### src/rtl/serial_load_sched.sv
// serial_load_sched: round-robin scheduler shifting the shared serial IN into
// one of three bit-slice registers at a time, MSB first, with a done strobe.
module serial_load_sched #(
  parameter int WIDTH = 2
) (
  input  logic           CLK,
  input  logic           RST,
  input  logic           IN,
  input  logic [3:1]     REQ,
  output logic [3:1]     GNT,
  output logic [3:1]     DONE,
  output logic           BUSY,
  output logic [WIDTH:1] REG1,
  output logic [WIDTH:1] REG2,
  output logic [WIDTH:1] REG3
);
  localparam int CW = $clog2(WIDTH + 1);
  typedef enum logic [1:0] {IDLE, LOAD, FIN} state_t;
  state_t state, state_n;
  logic [3:1] gnt_n, done_n, rq, pk, win, ld;
  logic [1:0] ptr, ptr_n;
  logic [CW-1:0] cnt, cnt_n;
  logic [WIDTH:1] sel;
  logic last;
  // Rotate REQ so bit 1 is the requester just after ptr, pick the lowest, rotate back.
  always_comb begin
    rq  = ptr == 2'd1 ? {REQ[1], REQ[3], REQ[2]} : ptr == 2'd2 ? {REQ[2], REQ[1], REQ[3]} : REQ;
    pk  = rq[1] ? 3'b001 : rq[2] ? 3'b010 : rq[3] ? 3'b100 : 3'b000;
    win = ptr == 2'd1 ? {pk[2], pk[1], pk[3]} : ptr == 2'd2 ? {pk[1], pk[3], pk[2]} : pk;
  end
  always_comb begin
    sel = '0;
    for (int i = 1; i <= WIDTH; i++) sel[i] = cnt == CW'(i);
  end
  assign last = cnt == CW'(1);
  assign ld   = state == LOAD ? GNT : 3'b000;
  assign BUSY = state != IDLE;
  always_comb begin
    state_n = state;
    gnt_n   = GNT;
    done_n  = 3'b000;
    ptr_n   = ptr;
    cnt_n   = cnt;
    case (state)
      IDLE: if (|REQ) begin
        state_n = LOAD;
        gnt_n   = win;
        cnt_n   = CW'(WIDTH);
      end
      LOAD: begin
        cnt_n = cnt - CW'(1);
        if (last) begin
          state_n = FIN;
          gnt_n   = 3'b000;
          done_n  = GNT;
          ptr_n   = GNT[1] ? 2'd1 : GNT[2] ? 2'd2 : 2'd3;
        end
      end
      default: state_n = IDLE;
    endcase
  end
  always_ff @(posedge CLK or negedge RST) begin
    if (!RST) begin
      state <= IDLE;
      GNT   <= 3'b000;
      DONE  <= 3'b000;
      ptr   <= 2'd3;
      cnt   <= '0;
      REG1  <= '0;
      REG2  <= '0;
      REG3  <= '0;
    end else begin
      state <= state_n;
      GNT   <= gnt_n;
      DONE  <= done_n;
      ptr   <= ptr_n;
      cnt   <= cnt_n;
      REG1  <= ld[1] ? (REG1 & ~sel) | ({WIDTH{IN}} & sel) : REG1;
      REG2  <= ld[2] ? (REG2 & ~sel) | ({WIDTH{IN}} & sel) : REG2;
      REG3  <= ld[3] ? (REG3 & ~sel) | ({WIDTH{IN}} & sel) : REG3;
    end
  end
endmodule

### config.mk
export PLATFORM = sky130hd
export DESIGN_NAME = serial_load_sched
export DESIGN_NICKNAME = d
export VERILOG_FILES = /design/src/rtl/serial_load_sched.sv
export SDC_FILE = /design/constraint.sdc
export NUM_CORES = 1
export LEC_CHECK = 0
export ABC_AREA = 1
export CAP_MARGIN = 20
export CORE_MARGIN = 4
export CORE_UTILIZATION = 24
export DETAILED_ROUTE_END_ITERATION = 12
export HOLD_SLACK_MARGIN = 0.08
export PLACE_DENSITY = 0.39
export SYNTH_ARGS = -nofsm -noshare
export SYNTH_HDL_FRONTEND = slang
export SYNTH_SLANG_ARGS = --single-unit
### constraint.sdc
create_clock -name CLK -period 1.6 [get_ports CLK]
set_input_delay 0.16 -clock CLK [delete_from_list [all_inputs] [get_ports CLK]]
set_output_delay 0.16 -clock CLK [all_outputs]
set_load 0.02 [all_outputs]
==> impl_metrics.ini, run 1 <==
[run_status]
status = completed

[critical_path]
r2r-end = GNT[2]
path_class = reg -> out
crit_path_end_kind = output pin
worst-path-buf-inv = 1
cp_data_arrival_time_ps = 1300
cp-start-kind = flop
cp.required_ps = 1440
path_max_fanout = 4
cpMaxStageDelayCell = clkdlybuf4s50_1
crit_family = buffers and inverters
rr_startpoint = ptr[0]
ff2ff_setup_slack_ps = 180
worstRegToRegCells = 11
max_stage_delay_ps = 640
crit_chain = clkdlybuf4s50_1

[grt]
grt_pass1_wl_mm = 3.760
grt-ovfl-total = 0
antenna_found_initial = 0
first_global_vias = 830
grt_max_degree = 19
grt_usage = 0.09565

[power_and_ir_drop]
p_switching_mw = 1.032
power_frac_comb = 0.523
seqPwrFrac = 0.324
totalPowerFinal_mw = 2.413
p_per_area_nw_per_um2 = 1948
ir_worst_vdd_v = 0.0008358
swShare = 0.4278
p_leak_nw = 0.5908
p_int_mw = 1.380
p_clk_frac = 0.153

[detailed_routing]
initialDrtViolationCount = 24
vias = 786
viasPerCell = 4.272
routedWlPerCell_um = 11.91
route.detailed.drc = 0
routed_wl_mm = 2.192
drtPass1Iterations = 4
ant_nets = 0

[timing]
finalSetupViolCount = 0
rsz0062_at_grt = no
finalWorstSetupSlack_ps = 136.5
max_slew_margin = 0.7639
fin_crit_sh = 0.9147
fin_crit_ps = 1464
hold_ws_ps = 227.6
report.final.slew_viol_count = 0
fmax_mhz = 683.3
skew_ps = 2.524
setup_tns_ps = 0
hold_viol_final = 0
tightest_slew_ps = 350.4

[placed_design]
gp_congestion = 0.7305
dp_cells = 180
numPortBuffers = 18
hpwl_mm = 1.735
place_ws_ps = -25.98

[die]
dieWidth_um = 70.24
rows = 22
fp.dieH_um = 70.24
die_area_um2 = 4933
io_pins = 19
core_area_um2 = 3689
start_util = 0.2520

[finish]
fillCellCount = 419
multi_input_area_um2 = 415.4
area_growth_pct = 33.24
final_cells = 184
drive_above_1_share = 0.1985
nets = 145
seqCellArea_um2 = 452.9
diodes = 0

[synthesis]
async_reset_ff_frac = 1.000
ys_top_cells_by_area = dfrtp_1 (43%), nand2_1 (10%), nand3_1 (5.9%)
syn_nets = 120
yosysTopAreaCell = dfrtp_1
ys.warnings.count = 0
ys.flop_type = dfrtp_1
yosysSeqAreaShare = 0.4872
postSynthCellCount = 112
netlist.area_leader.share = 0.4307
synth_edf_count = 0
avgSynthCellArea_um2 = 8.300
synth.distinct_cells = 24
ys_seq_elements = 18
synth_commonest_cells = nand2_1 (25), dfrtp_1 (16), nand3_1 (11), inv_1 (10), nor2_1 (10)
syn_area_um2 = 929.6
yosysMostFrequentCell = nand2_1

[clocking]
cts_root_buf = clkbuf_8
cts-buffers-inserted = 3
clkSlewWorstSetupHoldPaths_ps = 70
clkLatencyLatePin_ps = 250
cts_tree = built
postCtsSetupRepairBufs = 0
clockBufferDepth = 2
htreeDepth = 1
cts.sinks = 18

[job]
cap_violations = 0

[worst_hold_path]
holdCritPathClass = in -> async
cells in the final DEF, fill, tap and decap left out, types with 2 or more instances in the layout:
master / instances
nand2_1: 25
clkdlybuf4s50_1: 17
dfrtp_1: 16
nand3_1: 11
inv_1: 10
nor2_1: 10
a21oi_1: 7
o21ai_0: 5
inv_2: 4
clkbuf_8: 4
nor2_2: 3
nand2_2: 3
nor2_4: 2
nand3_2: 2
ha_1: 2
buf_4: 2
dfstp_2: 2
worst max-delay path by stage:
stage                     startpoint      to  slack (ps)  cells after the start
after global placement        REQ[1]  GNT[1]          80                      6
after global routing          ptr[1]  GNT[2]          30                     10
after detailed placement      REQ[1]  GNT[1]         -30                      6
after floorplan               ptr[0]  GNT[2]         330                     11
final                         GNT[3]  GNT[3]         140                      1
after CTS                     GNT[3]  GNT[3]         120                      1
cells by family (layout without fill, tap and decap cells):
| kind of cell | count (synthesis) | count (layout) | synth area share |
|---|---|---|---|
| AOI/OAI and AO/OA | 16 | 16 | 0.09959 |
| adders and majority gates | 2 | 2 | 0.02691 |
| buffers and inverters | 16 | 40 | 0.06594 |
| DFF | 18 | 18 | 0.4872 |
| and+or+nand+nor | 60 | 60 | 0.3203 |
area by class of cell:
class,instances,share of cell area
clock buffers,4,0.04444
inverters,16,0.04949
multi-input cells,78,0.3354
flip-flops and latches,18,0.3657
well taps,48,0.04848
repair buffers,20,0.1566
layer usage:
layer	track usage	wire length (um)	vias to the layer above
met5	0	0	-
met4	0.03830	34	0
met3	0.03022	96	4
met2	0.1632	1055	12
met1	0.1097	1006	365
li1	-	-	405
what timing repair did:
| action | 4_1_cts | 5_1_grt |
|---|---|---|
| setup endpoints to repair | 1 | 0 |
| hold buffers | 0 | 0 |
| resized for setup | 1 | 0 |
power by group through the flow:
stage               clock network [mW]  logic [mW]  registers [mW]
finish                           0.370        1.26           0.782
global route                     0.409        1.42           0.807
CTS                              0.385        1.29           0.785
detailed placement                   0        1.29           0.792
global placement                     0        1.29           0.793
floorplan                            0       0.700           0.910
stage by stage:
step                cell area [um2]    util
global placement               1185  0.3212
detailed placement             1185  0.3212
CTS                            1239  0.3358
finish                         1239  0.3358
global route                   1239  0.3358
floorplan                     929.6       -
Note: power is estimated with default switching activity, not from simulation.
==> inputs of run 2 (changes only) <==
--- a/config.mk
+++ b/config.mk
@@ -11,7 +11,8 @@
 export CORE_UTILIZATION = 24
 export DETAILED_ROUTE_END_ITERATION = 12
 export HOLD_SLACK_MARGIN = 0.08
-export PLACE_DENSITY = 0.39
+export PLACE_DENSITY_LB_ADDON = 0.05
+export SKIP_LAST_GASP = 1
 export SYNTH_ARGS = -nofsm -noshare
 export SYNTH_HDL_FRONTEND = slang
 export SYNTH_SLANG_ARGS = --single-unit
==> run 2 against run 1 <==
Compared with the run above:
- core utilization decreased by 0.47 points
- highest routed layer unchanged
- via count increased by 0.76%
- first-iteration DRC count up 38%
- sequential cell count did not move
==> impl_metrics.ini, run 2 (same netlist as run 1, synthesis figures left out) <==
[critical_path]
worst-path-buf-inv = 1
max_stage_delay_ps = 630
cpMaxStageDelayCell = clkdlybuf4s50_1
crit_chain = clkdlybuf4s50_1
crit_path_end_kind = output pin
cp_data_arrival_time_ps = 1310
cp.required_ps = 1440
cp-start-kind = flop
path_max_fanout = 4
crit_family = buffers and inverters
path_class = reg -> out
ff2ff_setup_slack_ps = 180

[clocking]
cts-resized-gates = 1
clockBufferDepth = 2
cts-buffers-inserted = 3
htreeDepth = 1
hold_buffers = 0
cts.sinks = 18
cts_root_buf = clkbuf_8
cts_tree = built
clkSlewWorstSetupHoldPaths_ps = 70
postCtsSetupRepairBufs = 0
clkLatencyLatePin_ps = 250

[die]
fp.dieH_um = 70.24
start_util = 0.2520
io_pins = 19
dieWidth_um = 70.24
core_area_um2 = 3689
rows = 22
die_area_um2 = 4933

[power_and_ir_drop]
p_int_mw = 1.336
totalPowerFinal_mw = 2.364
p_switching_mw = 1.028
power_frac_comb = 0.530
seqPwrFrac = 0.333
ir_worst_vdd_v = 0.0006785
p_leak_nw = 0.5800
p_clk_frac = 0.137
swShare = 0.4348
p_per_area_nw_per_um2 = 1936

[grt]
first_global_vias = 782
grt_max_degree = 19
grt-ovfl-total = 0
grt_usage = 0.09061
grt_pass1_wl_mm = 3.608
gr-max-usage-layer = met2
use_met1 = 0.1239
antenna_found_initial = 0
use_met2 = 0.1362
use_met3 = 0.02014

[detailed_routing]
routed_wl_mm = 2.153
vias = 792
drtPass1Iterations = 4
routedWlPerCell_um = 11.77
route.detailed.drc = 0
viasPerCell = 4.328
initialDrtViolationCount = 33
ant_nets = 0

[job]
cap_violations = 0

[finish]
nets = 144
final_common_cell = nand2_1
layout_common_cells = nand2_1 (25), clkdlybuf4s50_1 (17), dfrtp_1 (16), nand3_1 (11)
diodes = 0
area_growth_pct = 31.36
drive_above_1_share = 0.1852

[timing]
skew_ps = 7.232
rsz0062_at_grt = no
setup_tns_ps = 0
finalSetupViolCount = 0
max_slew_margin = 0.7559
hold_viol_final = 0
tightest_slew_ps = 362.4
fin_crit_sh = 0.9216
report.final.slew_viol_count = 0
fin_crit_ps = 1475
fmax_mhz = 678.2
finalWorstSetupSlack_ps = 125.5

[placed_design]
gp_congestion = 0.6848
place_ws_ps = 8.685
hpwl_mm = 1.653
numPortBuffers = 18

[worst_hold_path]
holdCritPathClass = in -> async

[run_status]
status = completed
run 2: cell types whose count changed in the layout (fill, tap and decap cells not counted):
cell / before / now
clkbuf_8: 4 / 3
clkbuf_1: 0 / 1
buf_4: 2 / 1
run 2: worst paths after layout:
path	to	from	depth (start not counted)
min in group CLK	flop	flop	2
max in group asynchronous	ptr[1]	RST	2
max	GNT[3]	GNT[3]	1
min	cnt[0]	RST	2
min reg2reg	flop	flop	2
max reg2reg	GNT[3]	ptr[0]	7
run 2: metal layers:
metal	wire, um	up-vias
met2	1007	14
met4	17	0
met5	0	-
li1	-	401
met3	79	2
met1	1049	375
run 2: through the flow:
step | instance area [um2] | hold WS [ps] | instances | util
6_report | 1221 | 238.5 | 183 | 0.3311
5_1_grt | 1221 | 269.6 | 183 | 0.3311
4_1_cts | 1221 | 248.9 | 183 | 0.3311
3_5_place_dp | 1177 | 477.4 | 179 | 0.3192
3_3_place_gp | 1177 | 478.1 | 179 | 0.3192
2_1_floorplan | 929.6 | -135.6 | 112 | -
run 2: final cells by class:
cell class                      count  area (um2)
Fill cell                         429        2467
Sequential cell                    18       452.9
Multi-Input combinational cell     78       415.4
Timing Repair Buffer               19       186.4
Inverter                           16       61.31
Tap cell                           48       60.06
Clock buffer                        4       45.04
run 2: power groups by stage:
stage | logic, mW | registers, mW | clock network [mW]
after floorplan | 0.700 | 0.910 | 0
after global placement | 1.28 | 0.793 | 0
after detailed placement | 1.28 | 0.796 | 0
after CTS | 1.27 | 0.792 | 0.340
after global routing | 1.39 | 0.811 | 0.360
final | 1.25 | 0.787 | 0.324
